==> src/rtl/cfg_chain_loader.sv <==
`default_nettype none
// ============================================================================
// Module      : cfg_chain_loader
// Description : Loads the fabric configuration shift chain (ccff) from a
//               word-wide bitstream source.
//               - Each accepted word is serialized LSB-first onto the chain
//                 head, one bit per cycle.
//               - Shifted bits are counted up to CHAIN_LEN.
//               - The fabric's logic flip-flops are held in reset until the
//                 chain is fully loaded.
// Ports       :
//   clk           system clock, rising edge
//   reset         synchronous active-high reset
//   start         one-cycle pulse, starts a pass (honoured in IDLE/DONE)
//   in_valid      bitstream word valid
//   in_data       bitstream word, bit 0 shifted first
//   in_ready      loader accepts a word this cycle
//   ccff_head     serial data into the config-chain head
//   shift_en      chain shift enable; chain advances when 1
//   fabric_reset  high while the fabric must stay in reset
//   busy          configuration pass in progress
//   done          chain loaded; sticky until start/reset
//   bit_count     bits shifted in the current pass
//   parity_err    (CFG_PARITY_CHECK_EN only) parity check word mismatched
// Option      : `define CFG_PARITY_CHECK_EN adds a CHECK state that takes
//               one extra word whose bit 0 is the expected XOR of all chain
//               bits. On mismatch done still rises but fabric stays in reset.
// Revision    : 1.0 - initial release
// ============================================================================
module cfg_chain_loader #(
    parameter int WORD_W    = 8,
    parameter int CHAIN_LEN = 1024,
    parameter int CNT_W     = $clog2(CHAIN_LEN + 1)
) (
    input  logic              clk,
    input  logic              reset,
    input  logic              start,
    input  logic              in_valid,
    input  logic [WORD_W-1:0] in_data,
    output logic              in_ready,
    output logic              ccff_head,
    output logic              shift_en,
    output logic              fabric_reset,
    output logic              busy,
    output logic              done,
`ifdef CFG_PARITY_CHECK_EN
    output logic              parity_err,
`endif
    output logic [CNT_W-1:0]  bit_count
);

    localparam int WCNT_W = $clog2(WORD_W);

    localparam logic [WCNT_W-1:0] C_WORD_LAST  = WCNT_W'(WORD_W - 1);
    localparam logic [CNT_W-1:0]  C_CHAIN_LAST = CNT_W'(CHAIN_LEN - 1);

    localparam logic [2:0] S_IDLE  = 3'd0;
    localparam logic [2:0] S_LOAD  = 3'd1;
    localparam logic [2:0] S_SHIFT = 3'd2;
    localparam logic [2:0] S_DONE  = 3'd3;
`ifdef CFG_PARITY_CHECK_EN
    localparam logic [2:0] S_CHECK = 3'd4;
`endif

    logic [2:0]        r_state;
    logic [2:0]        w_state_nxt;

    // Holds the not-yet-presented bits of the current word. Bit 0 of the
    // word goes straight to ccff_head on capture, so only WORD_W-1 remain.
    logic [WORD_W-2:0] r_sreg;
    logic [WCNT_W-1:0] r_wcnt;
    logic [CNT_W-1:0]  r_bit_count;

    logic r_in_ready, r_ccff_head, r_shift_en, r_fabric_reset, r_busy, r_done;
    logic w_in_ready_nxt, w_ccff_nxt, w_shift_en_nxt, w_fabric_reset_nxt;
    logic w_busy_nxt, w_done_nxt;
    logic w_word_end, w_chain_end;

`ifdef CFG_PARITY_CHECK_EN
    logic r_parity;
    logic r_parity_err;
    logic w_perr_nxt;
`endif

    assign w_word_end  = (r_wcnt == C_WORD_LAST);
    assign w_chain_end = (r_bit_count == C_CHAIN_LAST);

    // ------------------------------------------------------------------
    // State register
    // ------------------------------------------------------------------
    always_ff @(posedge clk) begin
        if (reset) begin
            r_state <= S_IDLE;
        end else begin
            r_state <= w_state_nxt;
        end
    end

    // ------------------------------------------------------------------
    // Next-state logic
    // ------------------------------------------------------------------
    always_comb begin
        w_state_nxt = r_state;
        case (r_state)
            S_IDLE: begin
                if (start) w_state_nxt = S_LOAD;
            end
            S_LOAD: begin
                // in_ready is always 1 in LOAD, so in_valid alone completes
                // the handshake.
                if (in_valid) w_state_nxt = S_SHIFT;
            end
            S_SHIFT: begin
                // The chain end wins over the word end: a partial last word
                // just stops being shifted.
                if (w_chain_end) begin
`ifdef CFG_PARITY_CHECK_EN
                    w_state_nxt = S_CHECK;
`else
                    w_state_nxt = S_DONE;
`endif
                end else if (w_word_end) begin
                    w_state_nxt = S_LOAD;
                end
            end
`ifdef CFG_PARITY_CHECK_EN
            S_CHECK: begin
                if (in_valid) w_state_nxt = S_DONE;
            end
`endif
            S_DONE: begin
                if (start) w_state_nxt = S_LOAD;
            end
            default: w_state_nxt = S_IDLE;
        endcase
    end

    // ------------------------------------------------------------------
    // Output decode: outputs are registered from the next state so that
    // shift_en and ccff_head change on the same edge.
    // ------------------------------------------------------------------
    always_comb begin
        w_in_ready_nxt = (w_state_nxt == S_LOAD);
        w_shift_en_nxt = (w_state_nxt == S_SHIFT);
        w_busy_nxt     = (w_state_nxt == S_LOAD) || (w_state_nxt == S_SHIFT);
        w_done_nxt     = (w_state_nxt == S_DONE);
        w_ccff_nxt     = 1'b0;
        if (w_state_nxt == S_SHIFT) begin
            w_ccff_nxt = (r_state == S_LOAD) ? in_data[0] : r_sreg[0];
        end
`ifdef CFG_PARITY_CHECK_EN
        w_in_ready_nxt = w_in_ready_nxt || (w_state_nxt == S_CHECK);
        w_busy_nxt     = w_busy_nxt || (w_state_nxt == S_CHECK);
        w_perr_nxt     = r_parity_err;
        if (((r_state == S_IDLE) || (r_state == S_DONE)) && start) begin
            w_perr_nxt = 1'b0;
        end else if ((r_state == S_CHECK) && in_valid) begin
            w_perr_nxt = r_parity ^ in_data[0];
        end
        // A parity failure keeps the fabric in reset even after done.
        w_fabric_reset_nxt = !w_done_nxt || w_perr_nxt;
`else
        w_fabric_reset_nxt = !w_done_nxt;
`endif
    end

    // ------------------------------------------------------------------
    // Output registers
    // ------------------------------------------------------------------
    always_ff @(posedge clk) begin
        if (reset) begin
            r_in_ready     <= 1'b0;
            r_ccff_head    <= 1'b0;
            r_shift_en     <= 1'b0;
            r_fabric_reset <= 1'b1;
            r_busy         <= 1'b0;
            r_done         <= 1'b0;
`ifdef CFG_PARITY_CHECK_EN
            r_parity_err   <= 1'b0;
`endif
        end else begin
            r_in_ready     <= w_in_ready_nxt;
            r_ccff_head    <= w_ccff_nxt;
            r_shift_en     <= w_shift_en_nxt;
            r_fabric_reset <= w_fabric_reset_nxt;
            r_busy         <= w_busy_nxt;
            r_done         <= w_done_nxt;
`ifdef CFG_PARITY_CHECK_EN
            r_parity_err   <= w_perr_nxt;
`endif
        end
    end

    // ------------------------------------------------------------------
    // Datapath: shift register, within-word counter, chain bit counter
    // ------------------------------------------------------------------
    always_ff @(posedge clk) begin
        if (reset) begin
            r_sreg      <= '0;
            r_wcnt      <= '0;
            r_bit_count <= '0;
`ifdef CFG_PARITY_CHECK_EN
            r_parity    <= 1'b0;
`endif
        end else begin
            case (r_state)
                S_IDLE, S_DONE: begin
                    if (start) begin
                        r_bit_count <= '0;
`ifdef CFG_PARITY_CHECK_EN
                        r_parity    <= 1'b0;
`endif
                    end
                end
                S_LOAD: begin
                    if (in_valid) begin
                        r_sreg <= in_data[WORD_W-1:1];
                        r_wcnt <= '0;
                    end
                end
                S_SHIFT: begin
                    // The bit on ccff_head is taken by the chain at this edge.
                    // bit_count cannot pass CHAIN_LEN because SHIFT is left
                    // on the edge that reaches it.
                    r_sreg      <= r_sreg >> 1;
                    r_wcnt      <= r_wcnt + WCNT_W'(1);
                    r_bit_count <= r_bit_count + CNT_W'(1);
`ifdef CFG_PARITY_CHECK_EN
                    r_parity    <= r_parity ^ r_ccff_head;
`endif
                end
                default: begin
                end
            endcase
        end
    end

    assign in_ready     = r_in_ready;
    assign ccff_head    = r_ccff_head;
    assign shift_en     = r_shift_en;
    assign fabric_reset = r_fabric_reset;
    assign busy         = r_busy;
    assign done         = r_done;
    assign bit_count    = r_bit_count;
`ifdef CFG_PARITY_CHECK_EN
    assign parity_err   = r_parity_err;
`endif

endmodule
`default_nettype wire

==> config.mk <==
export PLATFORM = sky130hd
export DESIGN_NAME = cfg_chain_loader
export DESIGN_NICKNAME = d
export VERILOG_FILES = /design/src/rtl/cfg_chain_loader.sv
export SDC_FILE = /design/constraint.sdc
export NUM_CORES = 1
export LEC_CHECK = 0
export CELL_PAD_IN_SITES_DETAIL_PLACEMENT = 0
export CELL_PAD_IN_SITES_GLOBAL_PLACEMENT = 1
export CORE_MARGIN = 4
export CORE_UTILIZATION = 39
export CTS_CLUSTER_SIZE = 14
export DETAILED_ROUTE_END_ITERATION = 16
export GPL_TIMING_DRIVEN = 1
export MAX_ROUTING_LAYER = met4
export PLACE_DENSITY = 0.81
export SLEW_MARGIN = 40
export SYNTH_ARGS = -nofsm -noshare
export SYNTH_HDL_FRONTEND = slang
export SYNTH_SLANG_ARGS = --single-unit
export TNS_END_PERCENT = 30
==> constraint.sdc <==
create_clock -name clk -period 3.9 [get_ports clk]
set_input_delay 0.78 -clock clk [delete_from_list [all_inputs] [get_ports clk]]
set_output_delay 0.78 -clock clk [all_outputs]
set_load 0.05 [all_outputs]
==> summary.md <==
| Metric | Value |
|---|---|
| Outcome | finished, final reports clean |
| Final net count | 194 |
| Total of cells resized after clock tree synthesis | 0 |
| H-tree levels | 2 |
| CP peak stage delay | 0.85 ns |
| Hold Vio Cnt, Final | 0 |
| HP Class | reg -> reg |
| Sw Pwr | 0.000134 W |
| Gr ovfl total | 0 |
| Post-synth top cells | 30 x dfxtp_1, 25 x nor2_1, 12 x a21oi_1 |
| Post-DP HPWL | 2.00 mm |
| Number of synthesized flops with an enable pin | 0 |
| Worst setup SP type | register |
| Hold path endpoint | bit_count[9] |
| Post-Synth Adder-Cell Area | 2.90% |
| Routed wire length | 2.85 mm |
| Vias in the first global route | 1050 |
| Fmax | 414 MHz |
| CORE AREA | 0.00310 mm2 |
| Routed vias | 1162 |
| RSZ-0062 raised after global routing | false |
| Worst slew pin tran | 0.595 ns |
| Num CTS Buffers | 5 |
| Root Buffer | clkbuf_4 |
| Reg2reg start | r_state[1] |
| Part of the cycle the worst path needs | 61.9% |
| Max-cap violation count | 0 |
| Switching share of power | 24.3% |
| Design area | 0.00165 mm2 |
| Clock buffer depth | 2 |
| Pre-CTS WS | 1.24 ns |
| Peak fanout along the critical path | 8 |
| Mapped Cells | 152 |
| Worst VDD drop | 0.000209 V |
| Worst path required time | 3.12 ns |
| Setup TNS | 0 ns |
| Hold Startpoint | bit_count[9] |
| Initial antenna violation count | 0 |
| Worst reg2reg path depth | 4 |
| Worst R2R End | ccff_head |
| Worst path cell trace | clkdlybuf4s50_1 |
| Largest net degree at the start of global routing | 25 |
| Post-synthesis mux area share | 0.774% |
| Clock latency on the worst-skew pair | 0.33 ns |
| Chip Height | 65.6 um |
| Layout cells sized above 1 | 6.11% |
| Synth cell types | 41 |
| Largest family of logic cells by synthesized area | simple AND/OR/NAND/NOR gates |
| Internal reg-to-reg setup slack | 1.60 ns |
| Placed cell area | 0.00159 mm2 |
| Per-cell routed wire length | 12.7 um |
| GP Congestion | 0.788 |
| WL met3 | 122 um |
| DRT Pass-1 Iters | 4 |
| Die area | 0.00430 mm2 |
| Post-synthesis compound-gate area fraction | 19.5% |
| FF+latch count, synth | 30 |
| Simple-gate share of the synthesized area | 25.5% |
| Initial Util | 41.7% |
| Met2 WL | 1.32 mm |
| Synth Warn # | 0 |
| Combinational cell fraction of total power | 7.7% |
| Hold depth | 2 |
| Num rows | 20 |
| Most area-consuming cells after synthesis | dfxtp_1 46%, nor2_1 7.3%, a21oi_1 4.6% |
| CTS hold repair buffers | 0 |
| Sequential area share after synthesis | 46.4% |
| CTS clock-pin slew for the worst setup and hold paths | 0.10 ns |
| Final count of pins violating max slew | 0 |
| Share of power burned in registers | 57.2% |
| Layout Skew | 0.00727 ns |
| Worst path bufs/invs | 1 |
| Antenna viol nets, final | 0 |
| Async SR Flop Fraction | 0% |
| TritonCTS clock tree | yes |
| Vias per inst | 5.19 |
| Port Buffers | 28 |
| Yosys top cell by area | dfxtp_1 |
| Fin crit period | 2.41 ns |
| Int Pwr | 0.000418 W |
| Wire length of the first global-routing pass | 4.75 mm |
| Synth Flop Type | dfxtp_1 |
| PD cells | 335 mW/mm2 |
| Worst Setup End Kind | output pin |
| DRC | 0 |
| Post-synth top area share | 46.4% |
| WS Path Type | reg -> out |
| LEAKAGE | 0.612 nW |
| Post-Synth XOR/XNOR Area | 0.677% |
| Syn Std Cell Area | 0.00129 mm2 |
| Count leader, synth | dfxtp_1 |
| Postcts setup bufs | 0 |
| Final worst slack | 1.49 ns |
| Antenna cells | 0 |
| Max-slew headroom | 60.3% |
| Iter 0 DRT Violations | 98 |
| Boundary Pins | 29 |
| Clock Sinks | 30 |
| Avg Cell Area, Syn | 8.51 um2 |
| M1 WL | 1.35 mm |
| Top sig layer | met4 |
| Total track usage | 14.8% |
| CP delay by family, top | buffers and inverters |
| Count of final setup violators | 0 |
| P&R area growth vs syn | 27.5% |
| Syn nets | 167 |
| Clk pwr share | 35.1% |
| Slowest-stage cell, CP | clkdlybuf4s50_1 |
| Crit path DAT | 1.63 ns |
| Horiz. Die Dim | 65.6 um |
==> power by group through the flow <==
stage	Sequential, W	Clock, W	Combinational [W]
5_1_grt	0.000317	0.000213	0.0000464
4_1_cts	0.000316	0.000197	0.0000434
2_1_floorplan	0.000326	0	0.0000211
3_5_place_dp	0.000323	0	0.0000431
6_report	0.000316	0.000194	0.0000427
3_3_place_gp	0.000323	0	0.0000421
==> metrics by stage <==
stage | utilization, % | std cells | hold slack, ns | total power (W)
after floorplan | - | 152 | 0.455 | 0.000347
after global placement | 51.4 | 216 | 0.477 | 0.000365
after detailed placement | 51.4 | 216 | 0.480 | 0.000366
after CTS | 53.3 | 224 | 0.500 | 0.000556
after global routing | 53.1 | 224 | 0.521 | 0.000576
final | 53.1 | 224 | 0.497 | 0.000552
==> sequential cells by signal, indices dropped and copies added (netlist names) <==
signal / count
ccff_head: 1
r_state: 3
r_sreg: 7
shift_en: 1
busy: 1
bit_count: 11
done: 1
in_ready: 1
r_wcnt: 3
fabric_reset: 1
==> area by class of cell <==
cell class                      instances  area, um2
Timing Repair Buffer                   28        275
Fill cell                             320       1450
Multi-Input combinational cell        110        643
Clock inverter                          1       5.00
Tap cell                               44       55.1
Clock buffer                            7       55.1
Sequential cell                        30        601
Inverter                                4       15.0
==> layout by cell type (no fill, tap or decap), types with 2 or more instances in the layout <==
cell,count
nand2b_1,2
nand2_1,7
nand3_1,3
o21ai_0,6
o31ai_1,2
ha_1,3
nor4b_1,2
nor3b_1,2
nand4b_1,2
o21a_1,2
a31oi_1,2
a211oi_1,2
a22oi_1,3
dfxtp_1,30
a21oi_1,12
o41ai_1,2
nor3_1,7
o22ai_1,6
nor2_1,25
inv_1,4
and3_1,2
o211ai_1,2
clkbuf_4,5
clkdlybuf4s50_1,27
==> worst min-delay path, stage by stage, from the launching register on <==
cell     delay (ns)
dfxtp_1        0.34
nand2_1        0.06
o21ai_0        0.06
==> cell families after synthesis <==
kind of cell	count (synthesis)
and+or+nand+nor	63
DFF	30
xor gates and xnor gates	1
AOI/OAI and AO/OA	41
adders and majority gates	3
muxes	1
other	1
buffers and inverters	12
==> worst max path at each step <==
stage	cells past startpoint	to	from
finish	1	bit_count[4]	bit_count[4]
global route	1	bit_count[4]	bit_count[4]
CTS	1	bit_count[4]	bit_count[4]
detailed placement	4	bit_count[8]	reset
global placement	4	bit_count[8]	reset
floorplan	4	r_state[0]	bit_count[4]
==> per-layer routing <==
metal,vias to the layer above,track usage [%]
met3,8,4.10
met5,-,-
met2,24,23.6
li1,599,-
met4,0,6.99
met1,531,17.2
No activity file was read; power rests on OpenSTA's default activity.
